**src/rtl/mult_pkg.sv**
```systemverilog
// -----------------------------------------------------------------------------
// mult_pkg
// Shared definitions for the MULT/MULTU sequencer:
//   - state_t : controller states (IDLE, RUN, FIXUP, DONE)
//   - MULT_WIDTH / MULT_CNT_W : default operand and iteration-counter widths
//   - acc_t   : double-width product/accumulator type for the default width
// Optional feature macro used by the users of this package: MULT_EARLY_TERM_EN
// -----------------------------------------------------------------------------
package mult_pkg;

    localparam int MULT_WIDTH = 32;
    localparam int MULT_CNT_W = 6;    // 2**MULT_CNT_W must exceed MULT_WIDTH

    typedef enum logic [1:0] {
        IDLE  = 2'd0,
        RUN   = 2'd1,
        FIXUP = 2'd2,
        DONE  = 2'd3
    } state_t;

    typedef logic [2*MULT_WIDTH-1:0] acc_t;

endpackage

```
**src/rtl/mult_datapath.sv**
```systemverilog
// -----------------------------------------------------------------------------
// mult_datapath
// Iterative shift-add multiplier datapath, magnitude based:
//   operands are converted to magnitudes on load, one multiplier bit is
//   consumed per step, and the sign is applied at the end by a fixup negate.
// Ports:
//   clk, reset          : core clock, asynchronous active-high reset
//   load                : capture |op_a|, |op_b| (or raw values) and sign, clear acc
//   step                : one shift-add iteration
//   fixup               : apply the product sign to the accumulator
//   signed_op           : 1 = two's complement operands, 0 = unsigned
//   op_a, op_b          : multiplicand / multiplier
//   count               : remaining-iteration counter owned by the controller
//   last_iter           : current step is the final one
//   result              : sign-corrected accumulator (valid during FIXUP)
// Optional feature: MULT_EARLY_TERM_EN -- when defined, a step whose remaining
//   multiplier bits are all zero finishes the product in one wide shift.
// -----------------------------------------------------------------------------
module mult_datapath
    import mult_pkg::*;
#(
    parameter int WIDTH = MULT_WIDTH,
    parameter int CNT_W = MULT_CNT_W
) (
    input  logic               clk,
    input  logic               reset,
    input  logic               load,
    input  logic               step,
    input  logic               fixup,
    input  logic               signed_op,
    input  logic [WIDTH-1:0]   op_a,
    input  logic [WIDTH-1:0]   op_b,
    input  logic [CNT_W-1:0]   count,
    output logic               last_iter,
    output logic [2*WIDTH-1:0] result
);

    logic [WIDTH-1:0]   mcand_q, mcand_d;
    logic [WIDTH-1:0]   mplier_q, mplier_d;
    logic [2*WIDTH-1:0] acc_q, acc_d;
    logic               neg_q, neg_d;

    logic [WIDTH-1:0]   a_abs, b_abs;
    logic [WIDTH:0]     partial;
    logic [WIDTH:0]     sum;
    logic [2*WIDTH:0]   wide;
    logic [CNT_W:0]     shamt;
    logic               early;

    always_comb begin
        // The most negative value maps onto itself, which is its correct
        // magnitude once read as unsigned.
        a_abs = (signed_op && op_a[WIDTH-1]) ? (~op_a + 1'b1) : op_a;
        b_abs = (signed_op && op_b[WIDTH-1]) ? (~op_b + 1'b1) : op_b;

        // Carry out of the upper-half add is kept and shifted back in.
        partial = mplier_q[0] ? {1'b0, mcand_q} : '0;
        sum     = {1'b0, acc_q[2*WIDTH-1:WIDTH]} + partial;
        wide    = {sum, acc_q[WIDTH-1:0]};

`ifdef MULT_EARLY_TERM_EN
        // Nothing left to add after this bit: shift by every remaining
        // position at once so the result lands where the full loop would.
        early = (mplier_q[WIDTH-1:1] == '0);
        shamt = early ? ({1'b0, count} + 1'b1) : (CNT_W+1)'(1);
`else
        early = 1'b0;
        shamt = (CNT_W+1)'(1);
`endif

        last_iter = (count == '0) || early;
        result    = neg_q ? (~acc_q + 1'b1) : acc_q;

        mcand_d  = mcand_q;
        mplier_d = mplier_q;
        acc_d    = acc_q;
        neg_d    = neg_q;

        if (load) begin
            mcand_d  = a_abs;
            mplier_d = b_abs;
            neg_d    = signed_op & (op_a[WIDTH-1] ^ op_b[WIDTH-1]);
            acc_d    = '0;
        end else if (step) begin
            acc_d    = (2*WIDTH)'(wide >> shamt);
            mplier_d = mplier_q >> 1;
        end else if (fixup) begin
            acc_d    = result;
        end
    end

    always_ff @(posedge clk or posedge reset) begin
        if (reset) begin
            mcand_q  <= '0;
            mplier_q <= '0;
            acc_q    <= '0;
            neg_q    <= 1'b0;
        end else begin
            mcand_q  <= mcand_d;
            mplier_q <= mplier_d;
            acc_q    <= acc_d;
            neg_q    <= neg_d;
        end
    end

endmodule

```
**src/rtl/mult_sequencer.sv**
```systemverilog
// -----------------------------------------------------------------------------
// mult_sequencer
// Multi-cycle controller for MULT/MULTU. Owns the FSM, the iteration counter,
// the HI/LO result registers and the pipeline stall.
// Ports:
//   clk, reset    : core clock, asynchronous active-high reset
//   start         : multiply request from the decoder (accepted only in IDLE)
//   signed_op     : 1 = MULT, 0 = MULTU
//   op_a, op_b    : rs / rt operands, sampled on the accepted start edge
//   hilo_rd       : current instruction reads HI/LO
//   hi, lo        : product registers, updated on entry to DONE
//   busy          : any state other than IDLE
//   stall         : freeze fetch; busy and (new multiply or HI/LO read)
//   done          : one-cycle pulse in the cycle HI/LO become valid
// Optional feature: MULT_EARLY_TERM_EN (early exit once the multiplier's
//   remaining bits are zero; implemented in mult_datapath).
// Fixed latency without the feature: start at edge 0 -> done in cycle WIDTH+2.
// -----------------------------------------------------------------------------
module mult_sequencer
    import mult_pkg::*;
#(
    parameter int WIDTH = MULT_WIDTH,
    parameter int CNT_W = MULT_CNT_W
) (
    input  logic             clk,
    input  logic             reset,
    input  logic             start,
    input  logic             signed_op,
    input  logic [WIDTH-1:0] op_a,
    input  logic [WIDTH-1:0] op_b,
    input  logic             hilo_rd,
    output logic [WIDTH-1:0] hi,
    output logic [WIDTH-1:0] lo,
    output logic             busy,
    output logic             stall,
    output logic             done
);

    state_t             state_q, state_d;
    logic [CNT_W-1:0]   cnt_q, cnt_d;
    logic [WIDTH-1:0]   hi_q, hi_d;
    logic [WIDTH-1:0]   lo_q, lo_d;

    logic               load, step, fixup;
    logic               last_iter;
    logic [2*WIDTH-1:0] result;

    mult_datapath #(
        .WIDTH (WIDTH),
        .CNT_W (CNT_W)
    ) u_datapath (
        .clk       (clk),
        .reset     (reset),
        .load      (load),
        .step      (step),
        .fixup     (fixup),
        .signed_op (signed_op),
        .op_a      (op_a),
        .op_b      (op_b),
        .count     (cnt_q),
        .last_iter (last_iter),
        .result    (result)
    );

    // State register
    always_ff @(posedge clk or posedge reset) begin
        if (reset) begin
            state_q <= IDLE;
        end else begin
            state_q <= state_d;
        end
    end

    // Next-state logic
    always_comb begin
        state_d = state_q;
        case (state_q)
            IDLE:    if (start)     state_d = RUN;
            RUN:     if (last_iter) state_d = FIXUP;
            FIXUP:                  state_d = DONE;
            DONE:                   state_d = IDLE;
            default:                state_d = IDLE;
        endcase
    end

    // Outputs and datapath strobes decoded from the registered state
    always_comb begin
        busy  = (state_q != IDLE);
        done  = (state_q == DONE);
        load  = (state_q == IDLE) && start;
        step  = (state_q == RUN);
        fixup = (state_q == FIXUP);
        // In IDLE a start is accepted and a HI/LO read sees the settled
        // registers, so neither needs to hold the pipeline.
        stall = busy && (start || hilo_rd);
    end

    // Counter and HI/LO next values
    always_comb begin
        cnt_d = cnt_q;
        hi_d  = hi_q;
        lo_d  = lo_q;
        if (load) begin
            cnt_d = CNT_W'(WIDTH - 1);
        end else if (step) begin
            cnt_d = cnt_q - 1'b1;
        end
        // Loaded from the sign-corrected value so HI/LO are valid in DONE.
        if (fixup) begin
            hi_d = result[2*WIDTH-1:WIDTH];
            lo_d = result[WIDTH-1:0];
        end
    end

    always_ff @(posedge clk or posedge reset) begin
        if (reset) begin
            cnt_q <= '0;
            hi_q  <= '0;
            lo_q  <= '0;
        end else begin
            cnt_q <= cnt_d;
            hi_q  <= hi_d;
            lo_q  <= lo_d;
        end
    end

    assign hi = hi_q;
    assign lo = lo_q;

endmodule

```
**config.mk**
```make
export PLATFORM = sky130hd
export DESIGN_NAME = mult_sequencer
export DESIGN_NICKNAME = d
export VERILOG_FILES = /design/src/rtl/mult_pkg.sv /design/src/rtl/mult_datapath.sv /design/src/rtl/mult_sequencer.sv
export SDC_FILE = /design/constraint.sdc
export NUM_CORES = 1
export LEC_CHECK = 0
export CORE_MARGIN = 2
export CORE_UTILIZATION = 47
export CTS_CLUSTER_SIZE = 40
export DETAILED_ROUTE_END_ITERATION = 8
export PLACE_DENSITY = 0.68
export SYNTH_ARGS = -nofsm -noshare
export SYNTH_HDL_FRONTEND = slang
export SYNTH_HIERARCHICAL = 1
export SYNTH_SLANG_ARGS = --single-unit
```
**constraint.sdc**
```tcl
create_clock -name clk -period 5.2 [get_ports clk]
set_input_delay 1.3 -clock clk [delete_from_list [all_inputs] [get_ports clk]]
set_output_delay 1.3 -clock clk [all_outputs]
set_load 0.03 [all_outputs]
```
Word-level counts from Yosys, hierarchy flattened
Cells that the tools add are included.

word-level totals
  register bits after elaboration = 201
  output and inout bits = 67
  logic and storage cells = 48

operators by class
  bitwise logic cells = 5
  eq/ne operators = 5
  muxes and demuxes = 14
  $add $sub $neg = 5
  reductions and logical operators = 11

operators with widths
  cell                                                                      count
  64-bit two-way mux                                                        4
  32-bit two-way mux                                                        5
  32-bit by 1-bit adder with 32-bit output (second input constant)          2
  64-bit by 1-bit adder with 64-bit output (second input constant)          1
  32-bit inverter                                                           2
  64-bit inverter                                                           1
  32-bit by 33-bit adder with 33-bit output                                 1
  6-bit two-way mux                                                         2
  2-bit case mux with 4 select lines                                        1
  6-bit logical NOT                                                         1
  6-bit by 1-bit subtractor with 6-bit output (second input constant)       1
  2-bit equality test (second input constant)                               2
  1-bit logical AND                                                         4
  2-bit two-way mux                                                         2
  2-bit nonzero test                                                        2
  3-bit nonzero test                                                        1
  2-bit by 1-bit equality test with 1-bit output (second input constant)    1
  2-bit logical NOT                                                         1
  2-bit by 1-bit inequality test with 1-bit output (second input constant)  1
  2-bit inequality test (second input constant)                             1
  2-bit AND reduction                                                       1
  1-bit AND                                                                 1
  1-bit logical OR                                                          1
  1-bit bitwise XOR                                                         1

Logic depth before layout (Yosys ltp)
Gate-level depths: netlist of run 1.

  word-level depth = 6
  gate-level depth with buffers = 13

Cells and area by module
The synthesis of run 1 kept the hierarchy.

by module, submodules not included
  module          cells an instance  area an instance (µm²)  seq. area each (µm²)  times used
  mult_datapath   1334               10575.1                 3228.1                1
  mult_sequencer  184                2889.0                  1801.7                1

Worst setup path after synthesis of run 1
Ideal clock, no wire load.

  path kind = input to register
  from = input port op_a[8]
  to = register u_datapath.mcand_q[27]
  data required time = 5063 ps
  stages on the path = 8
  buffers on the path = 0
  data arrival time = 3403 ps
  path slack = 1660 ps
  cell sequence = or4_1 or4_1 or3_1 nor3_1 and2_1 a21oi_1 xnor2_1 a21oi_1

on the way
  longest elaborated chain between the ends = 3

ends and longest elaborated chain
  item                                      RTL line              text
  from (decl)                               mult_sequencer.sv:29  input logic [WIDTH-1:0] op_a,
  32-bit inverter                           mult_datapath.sv:53   a_abs = (signed_op && op_a[WIDTH-1]) ? (~op_a + 1'b1) : op_a;
  32-bit by 1-bit adder with 32-bit output  mult_datapath.sv:53
  32-bit two-way mux                        mult_datapath.sv:53
  to (signal assigned)                      mult_datapath.sv:99   mcand_q <= mcand_d;
  to (decl)                                 mult_datapath.sv:38   logic [WIDTH-1:0] mcand_q, mcand_d;

Every way passes these cells.
A chain may end at the register's enable or synchronous reset.

Final worst setup path of run 1
  from = input port start
  to = output port stall

on the way
  longest elaborated chain between the ends = 2

ends and longest elaborated chain
  item               RTL line              text
  from (decl)        mult_sequencer.sv:27  input logic start,
  1-bit logical OR   mult_sequencer.sv:95  stall = busy && (start || hilo_rd);
  1-bit logical AND  mult_sequencer.sv:95
  to (decl)          mult_sequencer.sv:35  output logic stall,

Every way passes these cells.

==> flow_metrics.py, run 1 <==
metrics = {
    "cts": {
        "clock_path_buffers": 3,
        "cts_tree": "yes",
        "clk_root_buffer_cell": "clkbuf_16",
        "clk_pin_slew_worst_paths_ns": 0.06,
        "htree_levels": 1,
        "cts_made_buffers": 23,
        "postCtsSetupBuffers": 0,
        "cts_sinks": 201,
        "cts_resized": 0,
        "holdBufCountCts": 0,
        "insertion_delay_ns": 0.51,
    },
    "placement": {
        "io_buffers": 135,
        "place.gp.congestion": 0.880,
        "hpwl_um": 22800,
    },
    "global_route": {
        "grt_overflow": 0,
        "track_usage_pct": 20.7,
        "grt_max_degree": 154,
        "grt_pass1_wl_um": 52600,
        "met1_usage_pct": 30.0,
        "grt.busiest_layer": "met2",
        "grt_antenna_before_repair": 0,
        "first_global_vias": 10300,
        "grt_util_met3_pct": 2.59,
        "use_met2_pct": 32.9,
    },
    "power_and_ir_drop": {
        "power_w": 0.00337,
        "vdd_drop_max_uv": 247,
        "power_frac_clock_pct": 48.1,
        "seq_power_share_pct": 46.4,
        "power_switching_share_pct": 21.1,
        "power_density_nw_per_um2": 214,
        "internal_power_w": 0.00266,
        "power.share.combinational_pct": 5.4,
        "p_leak_nw": 6.85,
        "p_sw_w": 0.000711,
    },
    "route": {
        "dr.pass1.iters": 5,
        "post_drt_wl_per_cell_um": 16.0,
        "drt-vias-per-instance": 5.49,
        "via_count": 10900,
        "drcViolationCount": 0,
        "drt_iter0_markers": 753,
        "routed_wl_um": 31700,
        "antenna_left": 0,
    },
    "synth": {
        "async_flop_share_pct": 100,
        "synth_edf_count": 0,
        "seq_area_frac_synth_pct": 37.4,
        "syn-cell-area_um2": 13500,
        "ys_types": 69,
        "syn_area_per_cell_um2": 8.87,
        "synthCells": 1518,
        "ys.flop_type": "dfrtp_1",
        "netlist_top_cells_area": "dfrtp_1, xnor2_1, mux2_2",
        "netlist.area_leader.share_pct": 37.4,
        "ys_seq_elements": 201,
        "ys.warnings.count": 6,
        "synthesis.nets": 1629,
        "yosysTopAreaCell": "dfrtp_1",
    },
    "layout": {
        "layout_commonest_cell": "dfrtp_1",
        "diodes": 0,
        "final_cell_mix": "dfrtp_1, nor2_1, clkdlybuf4s50_1",
        "drive_gt1_share_pct": 8.58,
        "area_growth_syn_to_layout_pct": 17.0,
        "final_nets": 1703,
    },
    "sta": {
        "clock_skew_ns": 0.00859,
        "drv_slew": 0,
        "post-route-min-period_ns": 3.93,
        "max_slew.worst_pin.slew_ns": 1.08,
        "max_freq_ghz": 0.254,
        "rsz0062_at_grt": "false",
        "finalHoldViolCount": 0,
        "fin_tns_setup_ns": 0,
        "period_share_pct": 75.6,
        "setup_viol": 0,
        "max_slew_margin_pct": 28.2,
    },
    "critical_path": {
        "end_kind": "primary output",
        "required_ns": 3.90,
        "critPathMaxStageDelay_ns": 0.67,
        "critPathLaunchType": "input port",
        "r2r_start": "u_datapath/mplier_q[0]",
        "critical_path_class": "input port to primary output",
        "regToRegSetupSlack_ns": 1.36,
        "cp_slowest_cell": "clkdlybuf4s50_1",
        "crit_chain": "clkdlybuf4s50_1, nor2_1, nor2_1, clkdlybuf4s50_1",
        "reg2reg_to": "u_datapath/acc_q[57]",
        "worstPathMaxFanout": 3,
        "r2r_cells": 12,
        "crit_arrival_ns": 2.63,
    },
    "floorplanning": {
        "die_y_um": 173,
        "die_w_um": 173,
        "ios": 136,
        "initial_core_util_pct": 48.1,
        "dieArea_um2": 30000,
        "core_area_um2": 28000,
        "rows": 61,
    },
    "worst_hold_path": {
        "hp-start": "lo[7]",
        "hold_depth": 1,
        "hold_end": "lo[7]",
        "worst_hold_path_type": "flop to flop",
    },
    "status": {
        "status": "complete, no violations",
    },
    "job": {
        "cap_violations": 0,
    },
}
[Yosys cell counts (all sizes together), types with 10 or more instances]
cell type	n
dfrtp	201
nor2	180
a21oi	129
xnor2	128
nand2	119
o21ai	95
xor2	79
clkbuf	73
mux2	66
ha	41
and2	37
inv	33
o31ai	32
mux2i	30
nor3	29
a211oi	26
buf	24
or3	20
nand3	16
o22ai	15
or4	13
nor2b	12
nor4	10
o41ai	10
[critical path, delay by kind of cell]
family	cells	cell delay (ns)
buf+inv	2	1.18
simple gates	2	0.14
[cells by family (layout without fill, tap and decap cells)]
| logic type | Yosys count | after routing | synth area share, % |
|---|---|---|---|
| buffers and inverters | 130 | 220 | 4.15 |
| multiplexers | 96 | 96 | 7.75 |
| AND/OR/NAND/NOR | 480 | 480 | 16.9 |
| flip-flops | 201 | 201 | 37.4 |
| adder cells (fa/ha/maj) | 42 | 42 | 3.96 |
| XOR/XNOR | 207 | 207 | 13.5 |
| AO/OA/AOI/OAI | 362 | 362 | 16.4 |
[registers in the layout (all words and copies together) (netlist names)]
register / count
u_datapath/mcand_q: 32
state_q: 2
cnt_q: 6
u_datapath/acc_q: 64
u_datapath/neg_q: 1
hi: 32
u_datapath/mplier_q: 32
lo: 32
[area by class of cell]
class,instances,area [µm²]
clock buffer,36,694
clock inverter,5,77.6
fill,2541,12300
inverter,33,129
multi-input combinational,1187,7890
sequential,201,5030
tap,378,473
timing repair buffer,146,1460
[metrics by stage]
| step | util [%] | setup slack, ns | cells | cell area (µm²) | hold WS, ns |
|---|---|---|---|---|---|
| floorplan | - | 0.459 | 1518 | 13500 | 0.473 |
| global placement | 53.5 | 0.942 | 1945 | 15000 | 0.489 |
| detailed placement | 53.5 | 0.902 | 1945 | 15000 | 0.495 |
| CTS | 56.3 | 1.27 | 1986 | 15800 | 0.509 |
| global route | 56.3 | 1.02 | 1986 | 15800 | 0.519 |
| finish | 56.3 | 1.27 | 1986 | 15800 | 0.504 |
[how the worst max path moves through the flow]
stage                           start                     end  slack (ns)  cells past startpoint
3_5_place_dp                  op_a[8]  u_datapath/mcand_q[27]        0.90                      9
3_3_place_gp                  op_a[8]  u_datapath/mcand_q[27]        0.94                      9
2_1_floorplan                   reset     u_datapath/acc_q[0]        0.46                      1
4_1_cts                         start                   stall        1.27                      4
5_1_grt        u_datapath/mplier_q[0]    u_datapath/acc_q[57]        1.02                     12
6_report                        start                   stall        1.27                      4
[metal layers]
layer	share of wire, %	up-vias
met5	0	-
met4	1.9	0
met3	4.4	38
met2	45	247
met1	48	5164
li1	-	5459
[power by group through the flow]
| stage | Clock [W] | Sequential [W] | Combinational (W) |
|---|---|---|---|
| after floorplan | 0 | 0.00159 | 0.0000887 |
| after global placement | 0 | 0.00159 | 0.000185 |
| after detailed placement | 0 | 0.00159 | 0.000185 |
| after CTS | 0.00167 | 0.00156 | 0.000186 |
| after global routing | 0.00174 | 0.00156 | 0.000204 |
| final | 0.00162 | 0.00156 | 0.000182 |
(Power assumes the default switching activity.)
==> inputs of run 2 (changes only) <==
- PLACE_DENSITY: 0.68 -> 0.71
- clock period: 5.2 -> 3.52 ns (I/O delays scaled with it)
==> flow_metrics.py, run 2 (synthesis results as in run 1) <==
metrics = {
    "status": {
        "status": "complete, no violations",
    },
    "global_route": {
        "grt_antenna_before_repair": 0,
        "grt_pass1_wl_um": 53400,
        "first_global_vias": 10700,
        "grt_max_degree": 89,
        "grt_overflow": 0,
        "track_usage_pct": 21.1,
    },
    "sta": {
        "hold_slack_ns": 0.500,
        "drv_slew": 0,
        "fin_ws_ns": 0.317,
        "setup_viol": 0,
        "rsz0062_at_grt": "false",
        "max_slew.worst_pin.slew_ns": 0.741,
        "max_slew_margin_pct": 50.5,
        "max_freq_ghz": 0.312,
        "finalHoldViolCount": 0,
        "post-route-min-period_ns": 3.20,
        "fin_tns_setup_ns": 0,
        "clock_skew_ns": 0.0148,
        "period_share_pct": 91.0,
    },
    "power_and_ir_drop": {
        "power_w": 0.00498,
        "p_leak_nw": 7.04,
        "power_density_nw_per_um2": 310,
        "vdd_drop_max_uv": 269,
    },
    "critical_path": {
        "critical_path_class": "flop to flop",
        "required_ns": 3.93,
        "crit_path_end": "u_datapath/acc_q[57]",
        "cp_common_cell": "or3_4",
        "reg2reg_to": "u_datapath/acc_q[57]",
        "critPathMaxStageDelay_ns": 0.60,
        "worstPathMaxFanout": 10,
        "end_kind": "flop",
        "regToRegSetupSlack_ns": 0.32,
        "startpoint": "u_datapath/acc_q[35]",
        "critPathLaunchType": "flop",
        "crit_arrival_ns": 3.61,
        "r2r_start": "u_datapath/acc_q[35]",
        "cp_slowest_cell": "or4_4",
        "crit_chain": "or3_4, or4_1, or3_4, or4_4, o31ai_2, xnor2_1, nor2_1, a311oi_1",
        "r2r_cells": 8,
    },
    "cts": {
        "postCtsSetupBuffers": 0,
        "clk_root_buffer_cell": "clkbuf_16",
        "cts_made_buffers": 23,
        "cts_tree": "yes",
        "insertion_delay_ns": 0.51,
        "clock_path_buffers": 3,
        "cts_sinks": 201,
        "holdBufCountCts": 0,
        "htree_levels": 1,
        "clk_pin_slew_worst_paths_ns": 0.06,
        "cts_resized": 0,
    },
    "route": {
        "drt-vias-per-instance": 5.51,
        "routed_wl_um": 32000,
        "antenna_left": 0,
        "dr.pass1.iters": 5,
        "via_count": 11100,
        "post_drt_wl_per_cell_um": 15.9,
        "drcViolationCount": 0,
        "drt_iter0_markers": 803,
    },
    "layout": {
        "diodes": 0,
        "largest_register": "u_datapath/acc_q",
        "area_growth_syn_to_layout_pct": 19.4,
        "final_nets": 1741,
        "largest_register_ffs": 64,
        "layout_commonest_cell": "dfrtp_1",
        "fill_cells": 2484,
        "drive_gt1_share_pct": 10.7,
        "final_cell_mix": "dfrtp_1, nor2_1, clkdlybuf4s50_1",
    },
    "floorplanning": {
        "ios": 136,
        "core_area_um2": 28000,
        "initial_core_util_pct": 48.1,
        "die_w_um": 173,
        "dieArea_um2": 30000,
        "die_y_um": 173,
        "rows": 61,
    },
    "placement": {
        "hpwl_um": 23400,
        "place.gp.congestion": 0.876,
        "pre_cts_slack_ns": -0.0849,
        "io_buffers": 135,
    },
    "worst_hold_path": {
        "worst_hold_path_type": "flop to flop",
    },
    "job": {
        "cap_violations": 0,
    },
}
==> run 2: cell count changes in the layout (fill, tap and decap cells not counted), sizes merged <==
cell,change
buf,+38
clkbuf,-4
clkinvlp,+2
inv,-1
==> run 2: cell type report <==
class                           instances  area, µm²  area share, %
Sequential cell                       201       5030           31.3
Tap cell                              378        473           2.94
Clock buffer                           32        669           4.16
Multi-Input combinational cell       1187       7890           49.1
Timing Repair Buffer                  184       1790           11.2
Inverter                               33        130          0.809
Clock inverter                          6       85.1          0.529
==> run 2: power by group <==
part | switching [W] | internal, W
registers | 0 | 0.00231
logic | 0.000149 | 0.000132
clock network | 0.000926 | 0.00146
total | 0.00107 | 0.00390
==> run 2: worst max-delay path, delay by kind of cell, from the launching register on <==
| kind | cells | cell delay [ns] |
|---|---|---|
| simple gates | 5 | 1.98 |
| compound gates | 2 | 0.50 |
| xor+xnor | 1 | 0.15 |
| flops | 1 | 0.47 |
==> run 2: layer usage <==
metal | share of wire, % | vias to the layer above | GRT usage [%]
li1 | - | 5530 | -
met1 | 47 | 5281 | 30.0
met2 | 46 | 285 | 34.6
met3 | 4.9 | 40 | 2.13
met4 | 1.9 | 0 | 5.76
met5 | 0 | - | 0
==> run 2: how the worst min path moves through the flow <==
stage                     cells after the start               endpoint             startpoint  slack, ns
after global routing                          1                 lo[15]                 lo[15]       0.52
after detailed placement                      1  u_datapath/mcand_q[0]  u_datapath/mcand_q[0]       0.49
after floorplan                               1  u_datapath/mcand_q[0]  u_datapath/mcand_q[0]       0.47
after CTS                                     1  u_datapath/mcand_q[0]  u_datapath/mcand_q[0]       0.50
final                                         1  u_datapath/mcand_q[0]  u_datapath/mcand_q[0]       0.50
after global placement                        1  u_datapath/mcand_q[0]  u_datapath/mcand_q[0]       0.48
==> run 2: metrics by stage <==
stage / cell area, µm² / utilization (%) / std cells
6_report: 16100 / 57.4 / 2021
5_1_grt: 16100 / 57.4 / 2021
4_1_cts: 16100 / 57.4 / 2021
3_5_place_dp: 15300 / 54.7 / 1983
3_3_place_gp: 15300 / 54.7 / 1983
2_1_floorplan: 13500 / - / 1518
